--- src/rtl/cnn_pkg.sv ---
// Shared types and defaults for the activation-pass controller.
package cnn_pkg;
   localparam int DATA_WIDTH = 16;
   localparam int ARR_INPUTS = 16;

   typedef enum logic [1:0] {
      IDLE  = 2'd0,
      RUN   = 2'd1,
      DRAIN = 2'd2,
      DONE  = 2'd3
   } relu_state_t;
endpackage

--- src/rtl/relu_stage_ctrl_relu_arr.sv ---
// reluArr: element-wise ReLU across one buffer row; en=1 passes the row unchanged.
module reluArr #(
   parameter int DATA_WIDTH = 16,
   parameter int ARR_INPUTS = 16
) (
   input  logic                             en,
   input  logic [DATA_WIDTH*ARR_INPUTS-1:0] in_data,
   output logic [DATA_WIDTH*ARR_INPUTS-1:0] out_data
);

   // Zero every non-positive element unless bypassed.
   always_comb begin
      out_data = in_data;
      if (!en) begin
         for (int i = 0; i < ARR_INPUTS; i++) begin
            if ($signed(in_data[i*DATA_WIDTH +: DATA_WIDTH]) <= 0)
               out_data[i*DATA_WIDTH +: DATA_WIDTH] = '0;
         end
      end
   end

endmodule

--- src/rtl/relu_stage_ctrl.sv ---
// relu_stage_ctrl: one layer's activation pass, accumulator buffer -> reluArr -> activation buffer.
// Optional ReLU6-style clipping is built when RELU_CLIP_EN is defined.
//
//  state | meaning
//  IDLE  | waiting for start, config not yet latched
//  RUN   | issuing reads, throttled by 2-entry output FIFO occupancy
//  DRAIN | all reads issued, emptying FIFO to the activation buffer
//  DONE  | one-cycle done pulse, back to IDLE
module relu_stage_ctrl
   import cnn_pkg::*;
#(
   parameter int DATA_WIDTH = cnn_pkg::DATA_WIDTH,
   parameter int ARR_INPUTS = cnn_pkg::ARR_INPUTS,
   parameter int ADDR_WIDTH = 10
) (
   input  logic                             clk,
   input  logic                             reset,
   input  logic                             start,
   input  logic [ADDR_WIDTH:0]              cfg_rows,
   input  logic [ADDR_WIDTH-1:0]            cfg_src_base,
   input  logic [ADDR_WIDTH-1:0]            cfg_dst_base,
   input  logic                             cfg_bypass,
`ifdef RELU_CLIP_EN
   input  logic [DATA_WIDTH-1:0]            clip_max,
`endif
   output logic                             busy,
   output logic                             done,
   output logic                             rd_en,
   output logic [ADDR_WIDTH-1:0]            rd_addr,
   input  logic [DATA_WIDTH*ARR_INPUTS-1:0] rd_data,
   output logic                             wr_valid,
   input  logic                             wr_ready,
   output logic [ADDR_WIDTH-1:0]            wr_addr,
   output logic [DATA_WIDTH*ARR_INPUTS-1:0] wr_data
);

   localparam int RW = DATA_WIDTH*ARR_INPUTS;

   relu_state_t           state;
   logic [ADDR_WIDTH:0]   rd_left;
   logic [ADDR_WIDTH:0]   wr_left;
   logic [ADDR_WIDTH-1:0] rd_ptr;
   logic [ADDR_WIDTH-1:0] wr_ptr;
   logic                  byp;
   logic                  inflight;
   logic [1:0]            fcnt;
   logic [RW-1:0]         fd0, fd1;
   logic [ADDR_WIDTH-1:0] fa0, fa1;
   logic [RW-1:0]         relu_out;
   logic [RW-1:0]         push_data;
   logic [2:0]            occ;
   logic                  pop;
   logic                  accept;

   assign accept   = (state == IDLE) && start;
   assign pop      = (fcnt != 2'd0) && wr_ready;
   // A slot freed by this cycle's pop is reusable, which keeps 1 row/cycle.
   assign occ      = {1'b0, fcnt} - {2'b0, pop} + {2'b0, inflight};
   assign rd_en    = (state == RUN) && (rd_left != '0) && (occ < 3'd2);
   assign rd_addr  = rd_ptr;
   assign wr_valid = (fcnt != 2'd0);
   assign wr_addr  = fa0;
   assign wr_data  = fd0;
   assign busy     = (state != IDLE);
   assign done     = (state == DONE);

   reluArr #(.DATA_WIDTH(DATA_WIDTH), .ARR_INPUTS(ARR_INPUTS)) u_relu (
      .en       (byp),
      .in_data  (rd_data),
      .out_data (relu_out)
   );

`ifdef RELU_CLIP_EN
   logic [DATA_WIDTH-1:0] clip_q;

   // Clip positive elements to clip_q; a non-positive clip_q disables clipping.
   always_comb begin
      push_data = relu_out;
      if (!byp && ($signed(clip_q) > 0)) begin
         for (int i = 0; i < ARR_INPUTS; i++) begin
            if ($signed(relu_out[i*DATA_WIDTH +: DATA_WIDTH]) > $signed(clip_q))
               push_data[i*DATA_WIDTH +: DATA_WIDTH] = clip_q;
         end
      end
   end

   // Clip threshold is part of the per-pass config.
   always_ff @(posedge clk) begin
      if (reset)       clip_q <= '0;
      else if (accept) clip_q <= clip_max;
   end
`else
   assign push_data = relu_out;
`endif

   // Pass sequencing: config latch, read issue and write-completion tracking.
   always_ff @(posedge clk) begin
      if (reset) begin
         state   <= IDLE;
         rd_left <= '0;
         wr_left <= '0;
         rd_ptr  <= '0;
         byp     <= 1'b0;
      end else begin
         if (pop) wr_left <= wr_left - 1'b1;
         case (state)
            IDLE: begin
               if (start) begin
                  byp     <= cfg_bypass;
                  rd_ptr  <= cfg_src_base;
                  rd_left <= cfg_rows;
                  wr_left <= cfg_rows;
                  state   <= (cfg_rows == '0) ? DONE : RUN;
               end
            end
            RUN: begin
               if (rd_en) begin
                  rd_ptr  <= rd_ptr + 1'b1;
                  rd_left <= rd_left - 1'b1;
                  if (rd_left == 1) state <= DRAIN;
               end
            end
            DRAIN: begin
               if (pop && (wr_left == 1)) state <= DONE;
            end
            default: state <= IDLE;
         endcase
      end
   end

   // Two-entry output FIFO; entry 0 is the head presented to the sink.
   always_ff @(posedge clk) begin
      if (reset) begin
         inflight <= 1'b0;
         fcnt     <= 2'd0;
         fd0      <= '0;
         fd1      <= '0;
         fa0      <= '0;
         fa1      <= '0;
         wr_ptr   <= '0;
      end else begin
         inflight <= rd_en;
         if (accept)        wr_ptr <= cfg_dst_base;
         else if (inflight) wr_ptr <= wr_ptr + 1'b1;
         case ({inflight, pop})
            2'b10: begin
               if (fcnt == 2'd0) begin
                  fd0 <= push_data;
                  fa0 <= wr_ptr;
               end else begin
                  fd1 <= push_data;
                  fa1 <= wr_ptr;
               end
               fcnt <= fcnt + 2'd1;
            end
            2'b01: begin
               fd0  <= fd1;
               fa0  <= fa1;
               fcnt <= fcnt - 2'd1;
            end
            2'b11: begin
               if (fcnt == 2'd1) begin
                  fd0 <= push_data;
                  fa0 <= wr_ptr;
               end else begin
                  fd0 <= fd1;
                  fa0 <= fa1;
                  fd1 <= push_data;
                  fa1 <= wr_ptr;
               end
            end
            default: ;
         endcase
      end
   end

endmodule

--- config.mk ---
export PLATFORM = sky130hd
export DESIGN_NAME = relu_stage_ctrl
export DESIGN_NICKNAME = d
export VERILOG_FILES = /design/src/rtl/cnn_pkg.sv /design/src/rtl/relu_stage_ctrl_relu_arr.sv /design/src/rtl/relu_stage_ctrl.sv
export SDC_FILE = /design/constraint.sdc
export NUM_CORES = 1
export LEC_CHECK = 0
export ABC_AREA = 1
export CORE_UTILIZATION = 55
export DETAILED_ROUTE_END_ITERATION = 8
export PLACE_DENSITY = 0.85
export SLEW_MARGIN = 20
export SYNTH_ARGS = -nofsm -noshare
export SYNTH_HDL_FRONTEND = slang
export SYNTH_HIERARCHICAL = 1
export SYNTH_SLANG_ARGS = --single-unit
--- constraint.sdc ---
create_clock -name clk -period 5 [get_ports clk]
set_input_delay 0.75 -clock clk [delete_from_list [all_inputs] [get_ports clk]]
set_output_delay 0.75 -clock clk [all_outputs]
set_load 0.03 [all_outputs]
* After elaboration in Yosys (flattened, before gate mapping)
Cells that the tools add are included.
** Word-level totals
- Bits in registers :: 580
- Word-level logic and storage cells :: 121
** Cells by class
- Equal/unequal tests :: 16
- Mux-type cells :: 47
- Reductions and logical operators :: 21
- $lt $le $gt $ge :: 17
- Add/sub/neg operators :: 8
** Operators with widths (number)
- 2-to-1 mux 256 bit :: 5
- one-hot mux 256 bit (3 select lines) :: 1
- one-hot mux 256 bit (2 select lines) :: 1
- <= comparator 16 x 1 -> 1 bit, second input constant :: 16
- 2-to-1 mux 16 bit :: 16
- 2-to-1 mux 10 bit :: 8
- 2-to-1 mux 11 bit :: 5
- one-hot mux 10 bit (2 select lines) :: 2
- one-hot mux 10 bit (3 select lines) :: 1
- == test 11 x 1 -> 1 bit, second input constant :: 2
- one-hot mux 11 bit (2 select lines) :: 1
- subtractor 11 x 1 -> 11 bit, second input constant :: 2
- adder 10 x 1 -> 10 bit, second input constant :: 2
- != test 2 bit, second input constant :: 6
- nonzero test 2 bit :: 6
- zero test 11 bit :: 1
- nonzero test 11 bit :: 1
- 2-to-1 mux 2 bit :: 5
- == test 2 bit, second input constant :: 4
- == test 2 x 1 -> 1 bit, second input constant :: 3
- one-hot mux 2 bit (3 select lines) :: 1
- AND reduction 3 bit :: 2
- logical AND 1 bit :: 5
- zero test 2 bit :: 2
- other kinds (10) :: 11

* Depth between registers and ports, before layout
Gate-level depths: netlist (run 1).
- Depth after elaboration :: 8
- Mapped depth :: 17
- Gate-level depth less buffers :: 17

* Modules after synthesis
The synthesis (run 1) kept the hierarchy.
** Modules (own cells, without submodules)
- relu_stage_ctrl :: times used 1, area an instance 23757.8 µm², cells each 3137, seq. area each 11611.1 µm²
- reluArr :: times used 1, area an instance 3263.1 µm², cells each 776, seq. area each 0.0 µm²

* Least setup slack after synthesis (run 1)
No wires, ideal clock.
- Path type :: reg-to-output
- Start point :: reg fcnt[1]
- End point :: out rd_en
- Stages on the path, launching flop included :: 12
- Arrival time :: 2.429 ns
- Path slack :: 1.821 ns
- Data required time :: 4.250 ns
- Path through :: dfxtp_1 -> inv_1 -> ha_1 -> inv_1 -> nand2_1 -> nor2_1 -> o21ai_0 -> fa_1 -> nand3_1 -> nor2_1 -> nand2_1 -> inv_1
** On the way
- Cells in the longest elaborated chain, start to end :: 6
** Ends and longest elaborated chain
- start, declared :: RTL line relu_stage_ctrl.sv:46 : logic [1:0] fcnt;
- start signal, assigned :: RTL line relu_stage_ctrl.sv:154 : fcnt <= fcnt + 2'd1;
- start signal, assigned :: RTL line relu_stage_ctrl.sv:159 : fcnt <= fcnt - 2'd1;
- nonzero test 2 bit
- net wr_valid :: RTL line relu_stage_ctrl.sv:31 : output logic wr_valid,
- logical AND 1 bit :: RTL line relu_stage_ctrl.sv:56 : assign pop = (fcnt != 2'd0) && wr_ready;
- subtractor 2 x 1 -> 3 bit :: RTL line relu_stage_ctrl.sv:58 : assign occ = {1'b0, fcnt} - {2'b0, pop} + {2'b0, inflight};
- adder 3 x 1 -> 3 bit :: RTL line relu_stage_ctrl.sv:58
- < comparator 3 x 2 -> 1 bit :: RTL line relu_stage_ctrl.sv:59 : assign rd_en = (state == RUN) && (rd_left != '0) && (occ < 3'd2);
- logical AND 1 bit :: RTL line relu_stage_ctrl.sv:59
- end, declared :: RTL line relu_stage_ctrl.sv:28 : output logic rd_en,
The timed path passes the listed nets, and every way through them passes these cells.

* Worst setup path after layout (run 1)
- Start point :: reg fcnt[1]
- End point :: out rd_en
** On the way
- Cells in the longest elaborated chain, start to end :: 6
** Ends and longest elaborated chain (RTL line)
- nonzero test 2 bit :: relu_stage_ctrl.sv:56
- logical AND 1 bit :: relu_stage_ctrl.sv:56
- subtractor 2 x 1 -> 3 bit * :: relu_stage_ctrl.sv:58
- adder 3 x 1 -> 3 bit * :: relu_stage_ctrl.sv:58
- < comparator 3 x 2 -> 1 bit * :: relu_stage_ctrl.sv:59
- logical AND 1 bit * :: relu_stage_ctrl.sv:59
Every way passes the cells marked *; elsewhere a longest branch is shown, timed or not.

==> impl_metrics.env, run 1 <==
export IMPL_finalNonFillerCells=4999
export IMPL_antenna_left=0
export IMPL_ys_seq_area_share_pct=43.0
export IMPL_initial_utilization_pct=56.1
export IMPL_crit_cells=12
export IMPL_slew_limit_headroom_pct=33.4
export IMPL_p_leak_nw=14.7
export IMPL_clock_latency_ps=600
export IMPL_route_detailed_drc=0
export IMPL_path_buf_inv=4
export IMPL_antenna_found_initial=6
export IMPL_slowest_stage="clkdlybuf4s50_1"
export IMPL_crit_family="buffers and inverters"
export IMPL_wl_per_cell_um=16.1
export IMPL_syn_num_nets=4222
export IMPL_clock_sinks=580
export IMPL_cts_buffer_depth=3
export IMPL_io_pins=572
export IMPL_tns_ps=0
export IMPL_dr_total_vias=27000
export IMPL_nFillCells=3814
export IMPL_maxCapViolations=0
export IMPL_grt_pass1_vias=24000
export IMPL_worstPathArrival_ps=3680
export IMPL_holdBufCountCts=0
export IMPL_grt_first_pass_wirelength_mm=125
export IMPL_grt_max_degree=270
export IMPL_gp_congestion=0.901
export IMPL_r2r_cells=14
export IMPL_worstSetupPathType="reg2out"
export IMPL_required_ps=4250
export IMPL_rsz0062_at_grt="no"
export IMPL_dieArea_mm2=0.0500
export IMPL_timing_fmax_mhz=226
export IMPL_ir_drop_v=0.000554
export IMPL_hold_viol_final=0
export IMPL_place_hpwl_mm=52.5
export IMPL_grt_total_usage_pct=30.6
export IMPL_maxSlewViolCount=0
export IMPL_power_density_mw_per_mm2=614
export IMPL_synth_area_mm2=0.0270
export IMPL_numCtsBuffers=58
export IMPL_end_kind="output port"
export IMPL_first_iter_violations=2286
export IMPL_via_per_inst=5.40
export IMPL_whs_path_depth=2
export IMPL_status="completed"
export IMPL_drt_pass1_iterations=6
export IMPL_hold_path_class="reg2reg"
export IMPL_avgSynthCellArea_um2=6.91
export IMPL_die_y_um=224
export IMPL_fin_skew_ps=11.1
export IMPL_cp_max_fo=5
export IMPL_wirelength_mm=80.7
export IMPL_cts_resized=0
export IMPL_cts_tree="built"
export IMPL_power_mw=21.1
export IMPL_period_needed_ps=4430
export IMPL_io_buffers=571
export IMPL_clkSlewWorstSetupHoldPaths_ps=60
export IMPL_crit_chain="inv_1, ha_1, inv_1, nand2_1, nor2_1, o21ai_0, fa_1, nand3_1, nor2_1, nand2_1, inv_1, clkdlybuf4s50_1"
export IMPL_start_kind="register"
export IMPL_dieWidth_um=224
export IMPL_slowest_delay_ps=660
export IMPL_place_area_mm2=0.0324
export IMPL_stdcell_area_mm2=0.0343
export IMPL_yosysWarnings=6
export IMPL_ys_ff_latch=580
export IMPL_post_cts_setup_buffers=0
export IMPL_fp_row_count=80
export IMPL_htree_levels=2
export IMPL_place_inst=4896
export IMPL_core_mm2=0.0481
export IMPL_grt_overflow=0
export IMPL_setup_violations=0
export IMPL_yosysUniqueCellTypes=36
export IMPL_worst_pin_slew_ps=999
export IMPL_finalCritPeriodShare_pct=88.6
export IMPL_drive_gt1_share_pct=3.92
export IMPL_final_nets=4609
export IMPL_area_growth_pct=27.0
export IMPL_cpMostUsedCell="inv_1"
export IMPL_syn_inst=3913
export IMPL_clockRootBuffer="clkbuf_16"
export IMPL_postLayoutCoreUtil_pct=71.3
export IMPL_r2r_slack_ps=1630
## where the power goes
| part | internal [mW] | switching, mW | total (mW) |
|---|---|---|---|
| Combinational | 3.24 | 6.02 | 9.25 |
| Clock | 2.65 | 1.81 | 4.46 |
| Sequential | 6.33 | 1.02 | 7.35 |
## kinds of logic (layout without fill, tap and decap cells)
| logic type | after synthesis | after routing | share of synthesized area (%) |
|---|---|---|---|
| buf+inv | 855 | 1280 | 14.0 |
| fa+ha+maj | 17 | 17 | 0.815 |
| xor+xnor | 8 | 8 | 0.259 |
| simple gates | 1010 | 1010 | 14.9 |
| flops | 580 | 580 | 43.0 |
| compound gates | 1443 | 1443 | 27.1 |
| other cells | 0 | 5 | 0 |
## layout make-up
class	instances	area, um2	area share [%]
sequential	580	11600	33.8
tap	656	821	2.39
multi-input combinational	2478	11700	34.0
inverter	580	2200	6.42
clock buffer	84	1740	5.08
antenna	5	12.5	0.0365
timing repair buffer	602	6070	17.7
clock inverter	14	195	0.569
## tightest hold or removal path, cell delays in order (launching register included)
cell	delay (ps)
dfxtp_1	300
o21ai_0	60
a21oi_1	60
## layout by cell type (no fill, tap or decap), types with 3 or more instances in the layout
cell type	n
a31oi_1	3
xor2_1	6
o21ai_0	383
inv_1	577
clkinv_2	9
bufinv_16	5
nor3_1	26
diode_2	5
o21ai_1	200
clkbuf_16	61
or2_2	3
a21oi_1	824
nand2_2	17
nor2_1	661
dfxtp_1	579
clkbuf_8	13
nand3_1	52
clkdlybuf4s50_1	571
buf_4	21
nand4_1	6
a21boi_0	16
ha_1	16
nor2_2	20
buf_12	10
clkbuf_1	10
nand2_1	222
o211ai_1	9
## metal layers
| metal | track usage (%) | up-vias | part of all wire [%] |
|---|---|---|---|
| li1 | - | 13400 | - |
| met1 | 37.8 | 12300 | 40 |
| met2 | 49.3 | 1065 | 46 |
| met3 | 7.91 | 207 | 9.4 |
| met4 | 15.2 | 2 | 4.9 |
| met5 | 0 | - | 0.015 |
## path summary, 6_finish.rpt
| path | endpoint | from |
|---|---|---|
| hold / removal | wr_left[7] | wr_left[7] |
| setup reg to reg | rd_addr[1] | fcnt[1] |
| setup / recovery | rd_en | fcnt[1] |
| hold reg to reg | wr_left[7] | wr_left[7] |
## flip-flops by register name (all words and copies together), names as in the netlist, 10 cells and up
signal   flops
fa1         10
fd1        256
rd_addr     10
rd_left     11
wr_addr     10
wr_data    256
wr_left     11
wr_ptr      10
## stage by stage
stage	hold slack [ps]	setup slack [ps]
after floorplan	434	1820
after global placement	453	893
after detailed placement	469	870
after CTS	475	562
after global routing	509	354
final	473	568
## synth_stat cells (all sizes together)
cell | count | area share (%)
o211ai | 9 | 0.25
fa | 1 | 0.074
dfxtp | 580 | 43
o221ai | 2 | 0.065
o21ai | 585 | 11
o31ai | 1 | 0.028
nor2 | 682 | 9.7
nand4 | 6 | 0.14
buf | 146 | 4.1
nor3 | 26 | 0.48
inv | 579 | 8.1
clkbuf | 129 | 1.8
nand3 | 52 | 0.96
xor2 | 6 | 0.19
a31oi | 3 | 0.069
o21bai | 1 | 0.028
xnor2 | 2 | 0.065
clkinv | 1 | 0.032
ha | 16 | 0.74
a21boi | 16 | 0.44
a21oi | 824 | 15
or2 | 4 | 0.10
nand2 | 240 | 3.5
a31o | 2 | 0.065
(Power assumes the default switching activity.)
==> inputs of run 2 (changes only) <==
--- a/config.mk
+++ b/config.mk
@@ -6,9 +6,10 @@
 export NUM_CORES = 1
 export LEC_CHECK = 0
 export ABC_AREA = 1
-export CORE_UTILIZATION = 55
+export CORE_UTILIZATION = 52
+export CTS_CLUSTER_SIZE = 28
 export DETAILED_ROUTE_END_ITERATION = 8
-export PLACE_DENSITY = 0.85
+export PLACE_DENSITY = 0.81
 export SLEW_MARGIN = 20
 export SYNTH_ARGS = -nofsm -noshare
 export SYNTH_HDL_FRONTEND = slang
==> constraint.sdc (replaced) <==
create_clock -name clk -period 4.95 [get_ports clk]
set_input_delay 0.7425 -clock clk [delete_from_list [all_inputs] [get_ports clk]]
set_output_delay 0.7425 -clock clk [all_outputs]
set_load 0.03 [all_outputs]
==> run 2 against run 1 <==
Core utilization fell by 4.4 points. Sequential share of layout area about the same. First-iteration DRC count shrank 7.2%. Critical path depth is the same. Count of clock-buffer cells in the layout increased by 5. Global-route usage is 1.1 points lower. Critical endpoint unchanged. Largest cell class unchanged.
==> impl_metrics.env, run 2 (synthesized netlist as in run 1, its figures left out) <==
export IMPL_fp_row_count=83
export IMPL_slew_limit_headroom_pct=36.0
export IMPL_drive_gt1_share_pct=3.91
export IMPL_hold_viol_final=0
export IMPL_most_common_layout_cells="824 x a21oi_1, 661 x nor2_1, 579 x dfxtp_1"
export IMPL_clock_latency_ps=620
export IMPL_clock_power_share_pct=20.6
export IMPL_cp_max_fo=5
export IMPL_die_y_um=230
export IMPL_initial_utilization_pct=52.7
export IMPL_gp_congestion=0.905
export IMPL_p_leak_nw=14.7
export IMPL_io_pins=572
export IMPL_required_ps=4210
export IMPL_worstPathArrival_ps=3580
export IMPL_clkSlewWorstSetupHoldPaths_ps=60
export IMPL_stdcell_area_mm2=0.0343
export IMPL_status="completed"
export IMPL_pwr_share_comb_pct=44.5
export IMPL_route_detailed_drc=0
export IMPL_maxCapViolations=0
export IMPL_p_seq_share_pct=34.9
export IMPL_setup_violations=0
export IMPL_worst_pin_slew_ps=959
export IMPL_p_switching_mw=8.99
export IMPL_cts_resized=0
export IMPL_ir_drop_v=0.000470
export IMPL_cts_tree="built"
export IMPL_area_growth_pct=27.0
export IMPL_grt_total_usage_pct=29.5
export IMPL_place_area_mm2=0.0324
export IMPL_place_hpwl_mm=53.7
export IMPL_worstSetupPathType="reg2out"
export IMPL_wirelength_mm=81.3
export IMPL_grt_pass1_vias=24500
export IMPL_io_buffers=571
export IMPL_htree_levels=2
export IMPL_finalCritPeriodShare_pct=87.4
export IMPL_clockRootBuffer="clkbuf_16"
export IMPL_switching_share_pct=42.5
export IMPL_fin_skew_ps=16.7
export IMPL_wl_per_cell_um=16.2
export IMPL_period_needed_ps=4330
export IMPL_clock_sinks=580
export IMPL_nFillCells=4430
export IMPL_finalNonFillerCells=5032
export IMPL_hold_path_class="reg2reg"
export IMPL_maxSlewViolCount=0
export IMPL_power_density_mw_per_mm2=616
export IMPL_power_mw=21.1
export IMPL_core_mm2=0.0513
export IMPL_first_iter_violations=2122
export IMPL_dieArea_mm2=0.0529
export IMPL_grt_overflow=0
export IMPL_dieWidth_um=230
export IMPL_post_cts_setup_buffers=0
export IMPL_final_nets=4609
export IMPL_holdBufCountCts=0
export IMPL_grt_max_degree=247
export IMPL_dr_total_vias=26600
export IMPL_tns_ps=0
export IMPL_antenna_left=0
export IMPL_grt_first_pass_wirelength_mm=128
export IMPL_numCtsBuffers=58
export IMPL_cts_buffer_depth=3
export IMPL_place_inst=4920
export IMPL_antenna_found_initial=12
export IMPL_mostFrequentLayoutCell="a21oi_1"
export IMPL_p_int_mw=12.2
export IMPL_timing_fmax_mhz=231
export IMPL_end_kind="output port"
export IMPL_start_kind="register"
export IMPL_rsz0062_at_grt="no"
export IMPL_via_per_inst=5.29
export IMPL_drt_pass1_iterations=5
[run 2: cell count changes in the layout (fill, tap and decap cells not counted)]
| cell | change |
|---|---|
| clkbuf_1 | +8 |
| buf_12 | +3 |
| buf_4 | -3 |
| bufinv_16 | -3 |
| clkbuf_16 | -2 |
| clkinvlp_4 | +2 |
| clkbuf_8 | -1 |
| clkinv_2 | +1 |
| clkinv_4 | +1 |
| diode_2 | +1 |
| inv_16 | +1 |
| inv_6 | +1 |
[run 2: cell type report]
cell class,instances,area (um2),area share [%]
repair buffers,602,6110,17.8
multi-input cells,2478,11700,34.0
flip-flops and latches,580,11600,33.8
diodes,6,15.0,0.0438
clock inverters,17,163,0.474
well taps,680,851,2.48
clock buffers,89,1710,4.98
inverters,580,2200,6.42
[run 2: metal layers]
metal	share of wire (%)	vias to the layer above	GRT usage [%]	wire [um]
met4	3.6	12	11.4	2900
met2	46	961	47.6	37400
li1	-	13400	-	-
met5	0.094	-	0	76
met1	41	12100	37.9	33700
met3	8.9	160	7.11	7220
[run 2: critical path, cell delays in order, from the launching register on]
cell and delay [ps]:
dfxtp_1 350, inv_1 110, ha_1 250, inv_1 150, nand2_1 180, nor2_1 190
o21ai_0 150, fa_1 530, nand3_1 70, nor2_1 100, nand2_1 140, inv_1 80
clkdlybuf4s50_1 660
[run 2: worst paths after layout]
check	from	endpoint	slack, ps	cells after the start
max	fcnt[1]	rd_en	620	12
min	rd_left[7]	rd_left[7]	470	2
max reg2reg	fcnt[1]	rd_left[1]	1670	14
min reg2reg	rd_left[7]	rd_left[7]	470	2
[run 2: per-stage QoR]
step	hold slack, ps	util [%]	setup slack (ps)
2_1_floorplan	434	-	1780
3_3_place_gp	449	63.2	869
3_5_place_dp	461	63.2	880
4_1_cts	471	66.9	589
5_1_grt	486	66.9	392
6_report	472	66.9	624
[run 2: power groups by stage]
stage	logic [mW]	clock network [mW]	registers, mW
after detailed placement	9.31	0	7.41
final	9.41	4.35	7.39
after CTS	9.38	4.40	7.36
after global placement	9.15	0	7.39
after global routing	10.2	4.62	7.56
after floorplan	4.39	0	9.05
